### config.mk
export PLATFORM = sky130hd
export DESIGN_NAME = alarm_set_ctrl
export DESIGN_NICKNAME = d
export VERILOG_FILES = /design/src/rtl/alarm_pkg.sv /design/src/rtl/btn_step_gen.sv /design/src/rtl/alarm_set_ctrl.sv
export SDC_FILE = /design/constraint.sdc
export NUM_CORES = 1
export LEC_CHECK = 0
export ABC_AREA = 1
export CORE_MARGIN = 2
export CORE_UTILIZATION = 58
export DETAILED_ROUTE_END_ITERATION = 10
export PLACE_DENSITY = 0.92
export REMOVE_ABC_BUFFERS = 1
export SLEW_MARGIN = 25
export SYNTH_ARGS = -nofsm -noshare
export SYNTH_HDL_FRONTEND = slang
export SYNTH_HIERARCHICAL = 1
export SYNTH_SLANG_ARGS = --single-unit
### constraint.sdc
create_clock -name clk -period 3 [get_ports clk]
set_clock_uncertainty 0.1 [all_clocks]
set_input_delay 0.3 -clock clk [delete_from_list [all_inputs] [get_ports clk]]
set_output_delay 0.3 -clock clk [all_outputs]
set_load 0.02 [all_outputs]
### src/rtl/alarm_pkg.sv
// Shared types, field codes and bounded wrap arithmetic for the alarm programming controller.
package alarm_pkg;

    typedef enum logic [2:0] {
        ST_IDLE,
        ST_SET_HOUR,
        ST_SET_MIN,
        ST_SET_SEC,
        ST_COMMIT
    } state_t;

    localparam logic [1:0] FIELD_IDLE = 2'd0;
    localparam logic [1:0] FIELD_HOUR = 2'd1;
    localparam logic [1:0] FIELD_MIN  = 2'd2;
    localparam logic [1:0] FIELD_SEC  = 2'd3;

    localparam int HOUR_W   = 5;
    localparam int MINSEC_W = 6;

    localparam logic [5:0] HOUR_MAX   = 6'd23;
    localparam logic [5:0] MINSEC_MAX = 6'd59;

    // Out-of-range inputs fold back into range, so a step can never leave 0..max.
    function automatic logic [5:0] wrap_inc(input logic [5:0] v, input logic [5:0] max);
        return (v >= max) ? 6'd0 : v + 6'd1;
    endfunction

    function automatic logic [5:0] wrap_dec(input logic [5:0] v, input logic [5:0] max);
        return (v == 6'd0 || v > max) ? max : v - 6'd1;
    endfunction

endpackage

### src/rtl/btn_step_gen.sv
// Press-edge detector with hold-then-auto-repeat; emits a one-cycle step pulse.
module btn_step_gen #(
    parameter int HOLD_CYCLES   = 8,
    parameter int REPEAT_CYCLES = 4
) (
    input  logic clk,
    input  logic reset,
    input  logic btn,
    input  logic clr,
    output logic step
);

    localparam int CW = $clog2(HOLD_CYCLES + REPEAT_CYCLES + 1);
    localparam logic [CW-1:0] HOLD_C = CW'(HOLD_CYCLES);
    localparam logic [CW-1:0] LAST_C = CW'(HOLD_CYCLES + REPEAT_CYCLES - 1);

    logic          btn_q;
    logic [CW-1:0] cnt;
    logic          press;
    logic          held;

    assign press = btn & ~btn_q;
    assign held  = btn & btn_q;
    assign step  = press | (held && cnt == HOLD_C);

    // cnt == 0 while held means repeat is disarmed until a fresh press edge.
    always_ff @(posedge clk or posedge reset) begin
        if (reset) begin
            btn_q <= 1'b1;
            cnt   <= '0;
        end else begin
            btn_q <= btn;
            if (clr || !btn) begin
                cnt <= '0;
            end else if (press) begin
                cnt <= CW'(1);
            end else if (cnt != '0) begin
                cnt <= (cnt == LAST_C) ? HOLD_C : cnt + CW'(1);
            end
        end
    end

endmodule

### src/rtl/alarm_set_ctrl.sv
// Alarm time/enable programming FSM: edits in shadow registers, commits all three fields at once.
module alarm_set_ctrl
    import alarm_pkg::*;
#(
    parameter int HOLD_CYCLES   = 8,
    parameter int REPEAT_CYCLES = 4
) (
    input  logic                clk,
    input  logic                reset,
    input  logic                btn_mode,
    input  logic                btn_inc,
    input  logic                btn_dec,
    input  logic                btn_cancel,
    input  logic                btn_en,
    output logic [HOUR_W-1:0]   alarm_hour,
    output logic [MINSEC_W-1:0] alarm_min,
    output logic [MINSEC_W-1:0] alarm_sec,
    output logic                alarm_en,
    output logic [1:0]          edit_field,
    output logic [5:0]          shadow_val
);

    state_t              state;
    logic [HOUR_W-1:0]   sh_hour;
    logic [MINSEC_W-1:0] sh_min;
    logic [MINSEC_W-1:0] sh_sec;
    logic                mode_q, cancel_q, en_q;
    logic                mode_edge, cancel_edge, en_edge;
    logic                inc_step, dec_step, step_up, step_dn, cnt_clr, field_enter;
    logic [5:0]          cur_val, cur_max, nxt_val;

    assign mode_edge   = btn_mode & ~mode_q;
    assign cancel_edge = btn_cancel & ~cancel_q;
    assign en_edge     = btn_en & ~en_q;

    assign field_enter = mode_edge & ((state == ST_IDLE) |
                         (((state == ST_SET_HOUR) | (state == ST_SET_MIN)) & ~cancel_edge));
    assign cnt_clr = (btn_inc & btn_dec) | field_enter;
    assign step_up = inc_step & ~btn_dec;
    assign step_dn = dec_step & ~btn_inc;

    btn_step_gen #(.HOLD_CYCLES(HOLD_CYCLES), .REPEAT_CYCLES(REPEAT_CYCLES)) u_inc (
        .clk(clk), .reset(reset), .btn(btn_inc), .clr(cnt_clr), .step(inc_step)
    );

    btn_step_gen #(.HOLD_CYCLES(HOLD_CYCLES), .REPEAT_CYCLES(REPEAT_CYCLES)) u_dec (
        .clk(clk), .reset(reset), .btn(btn_dec), .clr(cnt_clr), .step(dec_step)
    );

    always_comb begin
        cur_val = 6'd0;
        cur_max = MINSEC_MAX;
        case (state)
            ST_SET_HOUR: begin cur_val = {1'b0, sh_hour}; cur_max = HOUR_MAX; end
            ST_SET_MIN:  cur_val = sh_min;
            ST_SET_SEC:  cur_val = sh_sec;
            default:     cur_val = 6'd0;
        endcase
        nxt_val = cur_val;
        if (step_up)      nxt_val = wrap_inc(cur_val, cur_max);
        else if (step_dn) nxt_val = wrap_dec(cur_val, cur_max);
    end

    always_ff @(posedge clk or posedge reset) begin
        if (reset) begin
            state      <= ST_IDLE;
            sh_hour    <= '0;
            sh_min     <= '0;
            sh_sec     <= '0;
            alarm_hour <= '0;
            alarm_min  <= '0;
            alarm_sec  <= '0;
            alarm_en   <= 1'b0;
            edit_field <= FIELD_IDLE;
            shadow_val <= 6'd0;
            mode_q     <= 1'b1;
            cancel_q   <= 1'b1;
            en_q       <= 1'b1;
        end else begin
            mode_q   <= btn_mode;
            cancel_q <= btn_cancel;
            en_q     <= btn_en;
            case (state)
                ST_IDLE: begin
                    if (en_edge) alarm_en <= ~alarm_en;
                    if (mode_edge) begin
                        state      <= ST_SET_HOUR;
                        sh_hour    <= alarm_hour;
                        sh_min     <= alarm_min;
                        sh_sec     <= alarm_sec;
                        edit_field <= FIELD_HOUR;
                        shadow_val <= {1'b0, alarm_hour};
                    end
                end
                ST_SET_HOUR, ST_SET_MIN, ST_SET_SEC: begin
                    if (cancel_edge) begin
                        state      <= ST_IDLE;
                        edit_field <= FIELD_IDLE;
                        shadow_val <= 6'd0;
                    end else if (mode_edge) begin
                        // A step arriving with the mode edge is dropped in favour of the field change.
                        case (state)
                            ST_SET_HOUR: begin
                                state <= ST_SET_MIN; edit_field <= FIELD_MIN; shadow_val <= sh_min;
                            end
                            ST_SET_MIN: begin
                                state <= ST_SET_SEC; edit_field <= FIELD_SEC; shadow_val <= sh_sec;
                            end
                            default: begin
                                state <= ST_COMMIT; edit_field <= FIELD_SEC; shadow_val <= sh_sec;
                            end
                        endcase
                    end else if (step_up | step_dn) begin
                        shadow_val <= nxt_val;
                        case (state)
                            ST_SET_HOUR: sh_hour <= nxt_val[HOUR_W-1:0];
                            ST_SET_MIN:  sh_min  <= nxt_val;
                            default:     sh_sec  <= nxt_val;
                        endcase
                    end
                end
                ST_COMMIT: begin
                    alarm_hour <= sh_hour;
                    alarm_min  <= sh_min;
                    alarm_sec  <= sh_sec;
                    state      <= ST_IDLE;
                    edit_field <= FIELD_IDLE;
                    shadow_val <= 6'd0;
                end
                default: begin
                    state      <= ST_IDLE;
                    edit_field <= FIELD_IDLE;
                    shadow_val <= 6'd0;
                end
            endcase
        end
    end

endmodule

After elaboration in Yosys (flattened, before gate mapping)
Index checks and enable logic that the tools add are counted.

word-level totals
  input port bits = 7
  logic and storage cells = 137
  register bits = 59
  output and inout port bits = 26

cells by class
  reductions and logical operators = 22
  order comparisons = 2
  mux-type cells = 48
  bitwise operators = 27
  $add $sub $neg = 4
  equality and inequality tests = 17

operators with widths
  operator                                                               number
  6-bit two-way mux                                                      20
  6-bit one-hot mux with 2 select lines                                  3
  4-bit two-way mux                                                      8
  5-bit two-way mux                                                      5
  6-bit one-hot mux with 3 select lines                                  1
  6-bit AND reduction                                                    3
  4-bit equality test, second input constant                             4
  2-bit != test, second input constant                                   7
  1-bit AND                                                              12
  3-bit one-hot mux with 2 select lines                                  2
  5-bit one-hot mux with 2 select lines                                  1
  3-bit two-way mux                                                      3
  1-bit inverter                                                         9
  4-bit by 1-bit adder with 4-bit output, second input constant          2
  4-bit nonzero test                                                     2
  6-bit by 1-bit adder with 6-bit output, second input constant          1
  3-bit by 2-bit equality test with 1-bit output, second input constant  2
  6-bit >= comparator                                                    1
  6-bit > comparator                                                     1
  6-bit zero test                                                        1
  2-bit two-way mux                                                      3
  1-bit OR                                                               6
  2-bit AND reduction                                                    3
  3-bit nonzero test                                                     2
  14 further kinds                                                       18

Longest topological paths before layout
Gate-level depths: netlist of the first run.

  depth in word-level cells = 12
  gate-level depth with buffers = 23
  gate-level depth less buffers = 22

Hierarchy
Netlist of the first run, hierarchy kept.

modules (own cells, without submodules)
  module          instances  seq. area each (sq um)  area an instance (sq um)  cells each
  alarm_set_ctrl  1          1229.9                  2960.3                    394
  btn_step_gen    2          126.4                   322.8                     39

Worst setup path before layout of the first run
No wires, ideal clock.

  path kind = reg-to-reg
  start = register state[2]
  end = register shadow_val[3]
  setup time = 0.117 ns
  cell stages (with the launch flop) = 21
  arrival time = 2.163 ns
  setup slack = 0.620 ns
  period minus slack after synthesis = 2.380 ns
  data required time = 2.783 ns
  path through = dfrtp_1 inv_4 nand2_2 nor2_4 nand2_2 nand3_4 ha_1 a21oi_1 nand2_1 nand3_2 nand2_1 nand2_2 nand2_2 nand2_1 nand3_1 nand2_1 nand3_1 nand2_1 nand2_1 nand2_1 nand2_1

between the ends
  longest elaborated chain between the ends = 11
  elaborated cells between the ends (all ways) = 25
  those cells by class = add/sub (2); order compare (2); eq/ne (5); mux (11); reduce/logical (5)

ends and longest elaborated chain
  element                                                                                                                  RTL line                                                           RTL
  from (decl)                                                                                                              alarm_set_ctrl.sv:23                                               state_t state;
  from (signal assigned)                                                                                                   alarm_set_ctrl.sv:66                                               state <= ST_IDLE;
  from (signal assigned)                                                                                                   alarm_set_ctrl.sv:87                                               state <= ST_SET_HOUR;
  from (signal assigned)                                                                                                   alarm_set_ctrl.sv:97                                               state <= ST_IDLE;
  3-bit by 2-bit equality test with 1-bit output / 3-bit by 1-bit equality test with 1-bit output (equally long branches)  alarm_set_ctrl.sv:53, alarm_set_ctrl.sv:83, alarm_set_ctrl.sv:102
  6-bit one-hot mux with 3 select lines / 6-bit two-way mux (equally long branches)                                        alarm_set_ctrl.sv:53                                               case (state)
  6-bit > comparator / 6-bit zero test (equally long branches)                                                             alarm_pkg.sv:29                                                    return (v == 6'd0 || v > max) ? max : v - 6'd1;
  1-bit logical OR                                                                                                         alarm_pkg.sv:29
  6-bit two-way mux                                                                                                        alarm_pkg.sv:29
  6-bit two-way mux                                                                                                        alarm_set_ctrl.sv:61                                               else if (step_dn) nxt_val = wrap_dec(cur_val, cur_max);
  6-bit two-way mux                                                                                                        alarm_set_ctrl.sv:60                                               if (step_up) nxt_val = wrap_inc(cur_val, cur_max);
  6-bit two-way mux                                                                                                        alarm_set_ctrl.sv:113                                              end else if (step_up | step_dn) begin
  6-bit two-way mux                                                                                                        alarm_set_ctrl.sv:100                                              end else if (mode_edge) begin
  6-bit two-way mux                                                                                                        alarm_set_ctrl.sv:96                                               if (cancel_edge) begin
  6-bit one-hot mux with 2 select lines                                                                                    alarm_set_ctrl.sv:83                                               case (state)
  to (signal assigned)                                                                                                     alarm_set_ctrl.sv:92                                               shadow_val <= {1'b0, alarm_hour};
  to (signal assigned)                                                                                                     alarm_set_ctrl.sv:114                                              shadow_val <= nxt_val;
  to (decl)                                                                                                                alarm_set_ctrl.sv:20                                               output logic [5:0] shadow_val

Parallel ways exist; a longest one is shown, timed or not. The select of a mux whose other input is x is not followed.
A chain may end at the register's enable or synchronous reset.

Final worst setup path of the first run
  start = register state[2]
  end = register sh_hour[0]

between the ends
  longest elaborated chain between the ends = 12
  elaborated cells between the ends (all ways) = 29
  those cells by class = add/sub (2); order compare (2); eq/ne (8); mux (11); reduce/logical (6)

ends and longest elaborated chain
  element                                                                                                                  RTL line                                                           RTL
  3-bit by 2-bit equality test with 1-bit output / 3-bit by 1-bit equality test with 1-bit output (equally long branches)  alarm_set_ctrl.sv:53, alarm_set_ctrl.sv:83, alarm_set_ctrl.sv:115
  6-bit one-hot mux with 3 select lines / 6-bit two-way mux (equally long branches)                                        alarm_set_ctrl.sv:53
  6-bit > comparator / 6-bit zero test (equally long branches)                                                             alarm_pkg.sv:29
  1-bit logical OR                                                                                                         alarm_pkg.sv:29
  6-bit two-way mux                                                                                                        alarm_pkg.sv:29
  6-bit two-way mux                                                                                                        alarm_set_ctrl.sv:61
  6-bit two-way mux                                                                                                        alarm_set_ctrl.sv:60
  5-bit two-way mux                                                                                                        alarm_set_ctrl.sv:115                                              case (state)
  5-bit two-way mux                                                                                                        alarm_set_ctrl.sv:113
  5-bit two-way mux                                                                                                        alarm_set_ctrl.sv:100
  5-bit two-way mux                                                                                                        alarm_set_ctrl.sv:96
  5-bit one-hot mux with 2 select lines                                                                                    alarm_set_ctrl.sv:83
  to (signal assigned)                                                                                                     alarm_set_ctrl.sv:88                                               sh_hour <= alarm_hour;
  to (signal assigned)                                                                                                     alarm_set_ctrl.sv:116                                              ST_SET_HOUR: sh_hour <= nxt_val[HOUR_W-1:0];
  to (decl)                                                                                                                alarm_set_ctrl.sv:24                                               logic [HOUR_W-1:0] sh_hour;

Parallel ways exist; a longest one is shown, timed or not. The select of a mux whose other input is x is not followed.

==> flow_metrics.tcl, run 1 <==
set metrics [dict create \
    initialDrtViolationCount 274 \
    dpl-instance-area_um2 4011 \
    portBuffers 32 \
    die_x_um 82.85 \
    max_slew.worst_pin.slew_ns 0.9120 \
    cts_tree "done" \
    slew_viol_final 0 \
    cp_max_fo 10 \
    fmax_mhz 358.6 \
    path_class "reg -> reg" \
    slew_headroom 0.3905 \
    dieArea_um2 6864 \
    gp_congestion 1.046 \
    grt_first_pass_wirelength_um 15320 \
    path_clk_slew_ns 0.07 \
    power_frac_seq 0.295 \
    h-tree-depth 3 \
    grt_antenna_before_repair 0 \
    core_area_um2 5956 \
    cts_root_buffer "clkbuf_8" \
    grt_pass1_vias 3263 \
    hold_path.class "in -> async" \
    synth.avg_cell_area_um2 7.640 \
    design_area_um2 4239 \
    drc 0 \
    setup_viol 0 \
    end_kind "register" \
    fin_tns_setup_ns 0 \
    routedWlPerCell_um 15.37 \
    syn_area_um2 3606 \
    power.share.clock 0.157 \
    combPwrFrac 0.548 \
    vias 3343 \
    n_antenna_cell 0 \
    yosys_warnings 6 \
    rows 28 \
    syn_inst 472 \
    ys_ff_latch 59 \
    powerDensity_nw_per_um2 1084 \
    grt-ovfl-total 0 \
    critPathArrivalTime_ns 2.94 \
    fin_crit_ns 2.789 \
    crit_required_ns 3.15 \
    insertion_delay_ns 0.35 \
    start_util 0.6055 \
    p_leak_nw 2.158 \
    ir_worst_vdd_uv 707.8 \
    max_cap_violations 0 \
    crit_path_start_kind "register" \
    nNetsFinal 531 \
    synth_edf_count 0 \
    outcome "complete, no violations" \
    sw_frac_of_total 0.4733 \
    ys.flop_type "dfrtp_1" \
    ios 33 \
    first_pass_iters 5 \
    post-route-period-util 0.9296 \
    place_hpwl_um 6763 \
    numCtsBuffers 9 \
    cts_buffer_depth 2 \
    postRouteAntennaNets 0 \
    syn_to_final_growth_pct 17.56 \
    clock-sinks 59 \
    fp.dieH_um 82.85 \
    grt_max_degree 50 \
    synth_cell_type_count 34 \
    wirelength_um 9145 \
    synth-seq-area-share 0.4112 \
    final_common_cell "nand2_1" \
    most-common-layout-cells "113 x nand2_1, 57 x inv_1, 53 x dfrtp_1, 35 x o21ai_0, 35 x nand3_1" \
    p_int_mw 2.420 \
    hold_violations 0 \
    p_switching_mw 2.174 \
    rsz0062_at_grt "no" \
    async_flop_share 1.000 \
    via_per_inst 5.618 \
    track_usage 0.2751 \
    drive_gt1_frac 0.1750 \
]
## repair_timing
item                       CTS  global route
hold buffers                 0             0
setup buffers                0             4
resized for setup            0             2
setup endpoints to repair    0             7
## flip-flops by register name, summed over array words and instances, names as in the netlist, 2 cells and up
signal      count
u_dec/cnt       4
alarm_sec       6
alarm_hour      5
alarm_min       6
sh_min          6
sh_sec          6
edit_field      2
state           3
shadow_val      6
u_inc/cnt       4
sh_hour         5
## cell families (layout without fill, tap and decap cells)
kind of cell	after synthesis	count (layout)	synth area share
buf+inv	84	132	0.09542
xor+xnor	5	5	0.01214
flops	59	59	0.4112
fa+ha+maj	9	9	0.03123
simple gates	224	224	0.3015
compound gates	91	91	0.1485
## critical path, cell delays in order (launching register included)
cell and delay, ns:
dfrtp_1 0.50, inv_4 0.16, nand2_2 0.07, nor2_4 0.18, buf_4 0.15, nand2_1 0.05
nand3_1 0.14, ha_1 0.19, nand3_1 0.09, nand2_1 0.09, nand3_2 0.08, nand2_1 0.11
nand2_2 0.09, nand2_2 0.11, o21ai_1 0.07, nand2_1 0.11, nand3_1 0.17, a22oi_1 0.23
## per-stage QoR
step / utilization / hold slack, ns / total power [mW] / worst slack (ns) / std cells
2_1_floorplan: - / -0.02221 / 2.968 / 0.4937 / 462
3_3_place_gp: 0.6735 / 0.3563 / 3.735 / 0.2534 / 575
3_5_place_dp: 0.6735 / 0.3605 / 3.795 / 0.2214 / 575
4_1_cts: 0.7061 / 0.1302 / 4.533 / 0.2050 / 591
5_1_grt: 0.7118 / 0.1603 / 4.912 / 0.02758 / 595
6_report: 0.7118 / 0.1258 / 4.594 / 0.2113 / 595
## power by group through the flow
| stage | logic [mW] | clock network (mW) | registers [mW] |
|---|---|---|---|
| 2_1_floorplan | 1.48 | 0 | 1.48 |
| 3_3_place_gp | 2.39 | 0 | 1.35 |
| 3_5_place_dp | 2.44 | 0 | 1.35 |
| 4_1_cts | 2.46 | 0.729 | 1.35 |
| 5_1_grt | 2.77 | 0.759 | 1.39 |
| 6_report | 2.52 | 0.721 | 1.36 |
## per-layer routing
layer  vias up  global-route usage  routed length [um]
met1      1563              0.3394                3834
met2       123              0.4501                4380
li1       1623                   -                   -
met3        34             0.06064                 546
met5         -                   0                   0
met4         0              0.1475                 383
## path summary, 6_finish.rpt
| kind | start | to | cells past startpoint | slack [ns] |
|---|---|---|---|---|
| setup reg to reg | state[2]$_DFFE_PP0P_ | sh_hour[0]$_DFFE_PP0P_ | 17 | 0.21 |
| setup / recovery | state[2]$_DFFE_PP0P_ | sh_hour[0]$_DFFE_PP0P_ | 17 | 0.21 |
| hold / removal | reset | u_inc/cnt[2]$_DFFE_PP0P_ | 2 | 0.13 |
| min in group clk | btn_cancel | cancel_q$_DFF_PP1_ | 1 | 0.28 |
| max in group asynchronous | reset | state[1]$_DFFE_PP0P_ | 3 | 1.95 |
| hold reg to reg | edit_field[1]$_DFFE_PP0P_ | edit_field[1]$_DFFE_PP0P_ | 2 | 0.37 |
## cells in the mapped netlist (6+ instances only)
cell type / number / share of area
a22oi_1: 14 / 0.029
a21oi_1: 29 / 0.040
nor2_4: 6 / 0.019
nand3_1: 35 / 0.049
nand3_2: 6 / 0.017
nor2_2: 6 / 0.010
ha_1: 9 / 0.031
nand2_2: 15 / 0.026
o21ai_0: 35 / 0.049
nand2_1: 113 / 0.12
inv_1: 58 / 0.060
dfrtp_1: 54 / 0.37
nand4_1: 9 / 0.016
nor2_1: 27 / 0.028
inv_2: 11 / 0.011
## layout make-up
class / count / area, um^2
clock buffer: 10 / 127.6
clock inverter: 6 / 66.31
fill: 476 / 1717
inverter: 74 / 290.3
multi-input combinational: 329 / 1782
sequential: 59 / 1484
tap: 75 / 93.84
timing repair buffer: 42 / 395.4
No activity file was read; power rests on OpenSTA's default activity.
==> run 2, diff against run 1 <==
--- a/config.mk
+++ b/config.mk
@@ -6,10 +6,12 @@
 export NUM_CORES = 1
 export LEC_CHECK = 0
 export ABC_AREA = 1
+export ABC_CLOCK_PERIOD_IN_PS = 3000
 export CORE_MARGIN = 2
-export CORE_UTILIZATION = 58
+export CORE_UTILIZATION = 62
 export DETAILED_ROUTE_END_ITERATION = 10
-export PLACE_DENSITY = 0.92
+export DONT_BUFFER_PORTS = 1
+export PLACE_DENSITY = 0.9
 export REMOVE_ABC_BUFFERS = 1
 export SLEW_MARGIN = 25
 export SYNTH_ARGS = -nofsm -noshare
==> flow_metrics.tcl, run 2 (same netlist as run 1, synthesis figures left out) <==
set metrics [dict create \
    cts_tree "done" \
    rsz0062_at_grt "no" \
    syn_to_final_growth_pct 11.17 \
    p_switching_mw 2.139 \
    crit_path_start_kind "register" \
    grt_first_pass_wirelength_um 15160 \
    ios 33 \
    numCtsBuffers 9 \
    design_area_um2 4009 \
    wirelength_um 9078 \
    use_met1 0.4028 \
    end_kind "register" \
    start_util 0.6469 \
    finalNonFillerCells 564 \
    fmax_mhz 360.5 \
    gp_congestion 0.9645 \
    p_leak_nw 2.070 \
    crit_required_ns 3.16 \
    critPathArrivalTime_ns 2.94 \
    met3_usage 0.08090 \
    die_x_um 80.27 \
    grt_use_met2 0.4950 \
    fin_tns_setup_ns 0 \
    setup_viol 0 \
    p_int_mw 2.298 \
    hold_path.class "in -> reg" \
    combPwrFrac 0.461 \
    path_clk_slew_ns 0.07 \
    grt-ovfl-total 0 \
    sw_frac_of_total 0.4821 \
    grt_pass1_vias 3226 \
    powerDensity_nw_per_um2 1107 \
    first_pass_iters 6 \
    vias 3326 \
    slew_headroom 0.4437 \
    cts_buffer_depth 2 \
    max_cap_violations 0 \
    r2r_cells 17 \
    outcome "complete, no violations" \
    drc 0 \
    h-tree-depth 3 \
    power.share.clock 0.187 \
    core_area_um2 5574 \
    n_antenna_cell 0 \
    most-common-layout-cells "111 x nand2_1, 57 x inv_1, 52 x dfrtp_1, 35 x o21ai_0, 35 x nand3_1" \
    rows 27 \
    routedWlPerCell_um 16.10 \
    worstHoldPathCells 3 \
    place_hpwl_um 6615 \
    fp.dieH_um 80.27 \
    place_inst 538 \
    dieArea_um2 6442 \
    max_slew.worst_pin.slew_ns 0.8345 \
    fin_crit_ns 2.774 \
    grt_max_degree 50 \
    clock-sinks 59 \
    path_class "reg -> reg" \
    final_common_cell "nand2_1" \
    post-route-period-util 0.9246 \
    slew_viol_final 0 \
    insertion_delay_ns 0.35 \
    cts_root_buffer "clkbuf_8" \
    drive_gt1_frac 0.1870 \
    nNetsFinal 503 \
    grt_antenna_before_repair 0 \
    cp_max_fo 8 \
    fill_cells 424 \
    via_per_inst 5.897 \
    portBuffers 0 \
    power_frac_seq 0.352 \
    ir_worst_vdd_uv 795.0 \
    grt-busiest-layer "met2" \
    postRouteAntennaNets 0 \
    dpl-instance-area_um2 3672 \
    hold_violations 0 \
    initialDrtViolationCount 232 \
    track_usage 0.3104 \
]
-- run 2: cell types whose count changed in the layout (fill, tap and decap cells not counted), moves of 2 or more --
cell / delta
buf_4: -3
clkbuf_8: +2
clkdlybuf4s50_1: -32
clkinv_4: -3
dlygate4sd3_1: +7
nand2_1: -2
nand2_2: +2
-- run 2: what timing repair did --
item	CTS	global route
endpoints found under the setup margin	0	23
endpoints found under the hold margin	15	46
setup buffers	0	3
hold buffers	6	1
gates resized for setup	0	5
-- run 2: power by group through the flow --
| stage | Clock, mW | Sequential [mW] | Combinational (mW) |
|---|---|---|---|
| floorplan | 0 | 1.48 | 1.48 |
| global placement | 0 | 1.55 | 1.89 |
| detailed placement | 0 | 1.57 | 1.93 |
| CTS | 0.838 | 1.56 | 1.96 |
| global route | 0.871 | 1.60 | 2.28 |
| finish | 0.828 | 1.56 | 2.05 |
-- run 2: per-stage QoR --
step                hold slack [ns]  power [mW]  utilization  setup WS (ns)
floorplan                  -0.02221       2.968            -         0.4937
global placement           0.002095       3.441       0.6588         0.1948
detailed placement         0.003299       3.495       0.6588        0.09147
CTS                         0.01067       4.348       0.7104        0.06640
global route                 0.1229       4.746       0.7192        0.03727
finish                       0.1167       4.437       0.7192         0.2263
-- run 2: cell type report --
cell class | count | area [um^2] | share of cell area
repair buffers | 14 | 122.6 | 0.03059
clock inverters | 4 | 72.57 | 0.01810
flip-flops and latches | 59 | 1485 | 0.3705
inverters | 74 | 291.5 | 0.07272
multi-input cells | 329 | 1792 | 0.4469
clock buffers | 12 | 155.1 | 0.03870
well taps | 72 | 90.09 | 0.02247
-- run 2: worst max-delay path: stages (launching register included) --
cell and delay [ns]:
dfrtp_2 0.48, inv_4 0.13, nor2_4 0.06, nand2_2 0.15
buf_4 0.21, nor2_1 0.08, nor2_2 0.24, ha_1 0.19
inv_1 0.07, nor2_1 0.14, nand3_2 0.12, nand2_2 0.13
nand2_1 0.08, nand3_1 0.08, nand2_1 0.07, nand2_1 0.12
nand2_2 0.11, a22oi_2 0.13
-- run 2: final timing paths --
path / slack, ns / endpoint / start
hold reg to reg: 0.48 / u_inc/cnt[0]$_DFFE_PP0P_ / u_inc/btn_q$_DFF_PP1_
min in group asynchronous: 0.23 / u_dec/cnt[0]$_DFFE_PP0P_ / reset
max in group asynchronous: 1.81 / state[0]$_DFFE_PP0P_ / reset
hold / removal: 0.12 / alarm_en$_DFFE_PP0P_ / btn_en
setup / recovery: 0.23 / sh_hour[3]$_DFFE_PP0P_ / state[0]$_DFFE_PP0P_
setup reg to reg: 0.23 / sh_hour[3]$_DFFE_PP0P_ / state[0]$_DFFE_PP0P_
-- run 2: metal layers --
layer | part of all wire | vias up
li1 | - | 1564
met1 | 0.42 | 1581
met2 | 0.49 | 159
met3 | 0.070 | 22
met4 | 0.024 | 0
met5 | 0 | -
==> run 3, diff against run 2 <==
--- a/config.mk
+++ b/config.mk
@@ -11,6 +11,7 @@
 export CORE_UTILIZATION = 62
 export DETAILED_ROUTE_END_ITERATION = 10
 export DONT_BUFFER_PORTS = 1
+export HOLD_SLACK_MARGIN = 0.05
 export PLACE_DENSITY = 0.9
 export REMOVE_ABC_BUFFERS = 1
 export SLEW_MARGIN = 25
==> flow_metrics.tcl, run 3 (same netlist as run 1, synthesis figures left out) <==
set metrics [dict create \
    outcome "complete, no violations" \
    p_leak_nw 2.065 \
    routedWlPerCell_um 16.25 \
    fmax_mhz 360.4 \
    initialDrtViolationCount 327 \
    timing.final.ws_setup_ns 0.2252 \
    design_area_um2 3999 \
    end_kind "register" \
    dieArea_um2 6442 \
    power_mw 4.437 \
    grt_pass1_vias 3222 \
    grt-busiest-layer "met2" \
    path_clk_slew_ns 0.06 \
    ios 33 \
    max_cap_violations 0 \
    grt_first_pass_wirelength_um 15150 \
    ir_worst_vdd_uv 797.1 \
    postRouteAntennaNets 0 \
    max_slew.worst_pin.slew_ns 0.8574 \
    fill_cells 425 \
    cts_root_buffer "clkbuf_8" \
    worstHoldPathCells 3 \
    grt-ovfl-total 0 \
    use_met1 0.4028 \
    h-tree-depth 3 \
    insertion_delay_ns 0.34 \
    final_common_cell "nand2_1" \
    setup_viol 0 \
    cp_top_family "simple AND/OR/NAND/NOR gates" \
    r2r_cells 20 \
    powerDensity_nw_per_um2 1110 \
    nNetsFinal 502 \
    syn_to_final_growth_pct 10.90 \
    drive_gt1_frac 0.1874 \
    die_x_um 80.27 \
    slew_viol_final 0 \
    portBuffers 0 \
    start_util 0.6469 \
    cp_max_fo 10 \
    cts_tree "done" \
    cp.buffers_inverters 1 \
    rsz0062_at_grt "no" \
    max_stage_delay_ns 0.50 \
    crit_path_start_kind "register" \
    place_hpwl_um 6615 \
    grt_use_met2 0.4942 \
    fin_crit_ns 2.775 \
    pre_cts_ws_ns 0.09147 \
    path_class "reg -> reg" \
    fin_tns_setup_ns 0 \
    grt_max_degree 50 \
    gp_congestion 0.9645 \
    cp_slowest_cell "dfrtp_1" \
    cts_buffer_depth 2 \
    first_pass_iters 5 \
    hold_violations 0 \
    crit_required_ns 3.13 \
    n_antenna_cell 0 \
    slew_headroom 0.4284 \
    critPathArrivalTime_ns 2.90 \
    clock-sinks 59 \
    hold_path.class "in -> reg" \
    rows 27 \
    grt_antenna_before_repair 0 \
    most-common-layout-cells "111 x nand2_1, 57 x inv_1, 52 x dfrtp_1, 35 x o21ai_0, 35 x nand3_1" \
    core_area_um2 5574 \
    met3_usage 0.08090 \
    fp.dieH_um 80.27 \
    track_usage 0.3102 \
    wirelength_um 9148 \
    dpl-instance-area_um2 3672 \
    drc 0 \
    vias 3318 \
    via_per_inst 5.893 \
    crit_top_cell "nand2_1" \
    post-route-period-util 0.9249 \
    whs_ns 0.1176 \
    path_cells "inv_4, nand2_2, nor2_4, nand2_2, nand3_4, ha_1, a21oi_1, nand2_1, nand3_2, nand2_1, nand2_2, nand2_2, o21ai_1, nand2_1, nand2_1, nand2_1, nand2_1, nand2_1, nand2_1, nand2_1" \
    numCtsBuffers 9 \
    cp.depth 20 \
]
run 3: worst paths after layout:
path	start	end	slack, ns
max in group asynchronous	reset	state[0]$_DFFE_PP0P_	1.75
max reg2reg	state[2]$_DFFE_PP0P_	shadow_val[0]$_DFFE_PP0P_	0.23
min reg2reg	u_inc/btn_q$_DFF_PP1_	u_inc/cnt[0]$_DFFE_PP0P_	0.48
max	state[2]$_DFFE_PP0P_	shadow_val[0]$_DFFE_PP0P_	0.23
min in group asynchronous	reset	u_dec/cnt[3]$_DFFE_PP0P_	0.26
min	btn_en	alarm_en$_DFFE_PP0P_	0.12
run 3: worst reg2reg max path: stages (launching register included):
cell,delay [ns]
dfrtp_1,0.50
inv_4,0.16
nand2_2,0.08
nor2_4,0.18
nand2_2,0.09
nand3_4,0.14
ha_1,0.26
a21oi_1,0.13
nand2_1,0.08
nand3_2,0.08
nand2_1,0.08
nand2_2,0.10
nand2_2,0.09
o21ai_1,0.17
nand2_1,0.10
nand2_1,0.08
nand2_1,0.05
nand2_1,0.07
nand2_1,0.05
nand2_1,0.05
nand2_1,0.06
run 3: power breakdown:
group          total (mW)  internal, mW  switching [mW]  leakage (nW)
sequential           1.56          1.10           0.466         0.734
combinational        2.04         0.686            1.36          1.22
clock               0.829         0.512           0.317         0.113
run 3: layer usage:
layer  share of wire  wire length (um)
met3           0.077               704
met4           0.023               214
met5               0                 0
met2            0.48              4421
met1            0.42              3807
run 3: area by class of cell:
| class | instances | area, um^2 | area share |
|---|---|---|---|
| clock inverter | 4 | 72.57 | 0.01815 |
| inverter | 74 | 291.5 | 0.07290 |
| clock buffer | 12 | 155.1 | 0.03880 |
| multi-input combinational | 329 | 1792 | 0.4481 |
| timing repair buffer | 13 | 112.6 | 0.02816 |
| sequential | 59 | 1485 | 0.3714 |
| tap | 72 | 90.09 | 0.02253 |
run 3: through the flow:
stage / utilization / cells
2_1_floorplan: - / 462
3_3_place_gp: 0.6588 / 538
3_5_place_dp: 0.6588 / 538
4_1_cts: 0.7104 / 560
5_1_grt: 0.7174 / 563
6_report: 0.7174 / 563
run 3: repair_timing:
item                       in CTS  in global routing
setup endpoints to repair       0                 23
hold buffers                    6                  0
gates resized for setup         0                  5
buffers inserted                0                  3
hold endpoints to repair       61                  0
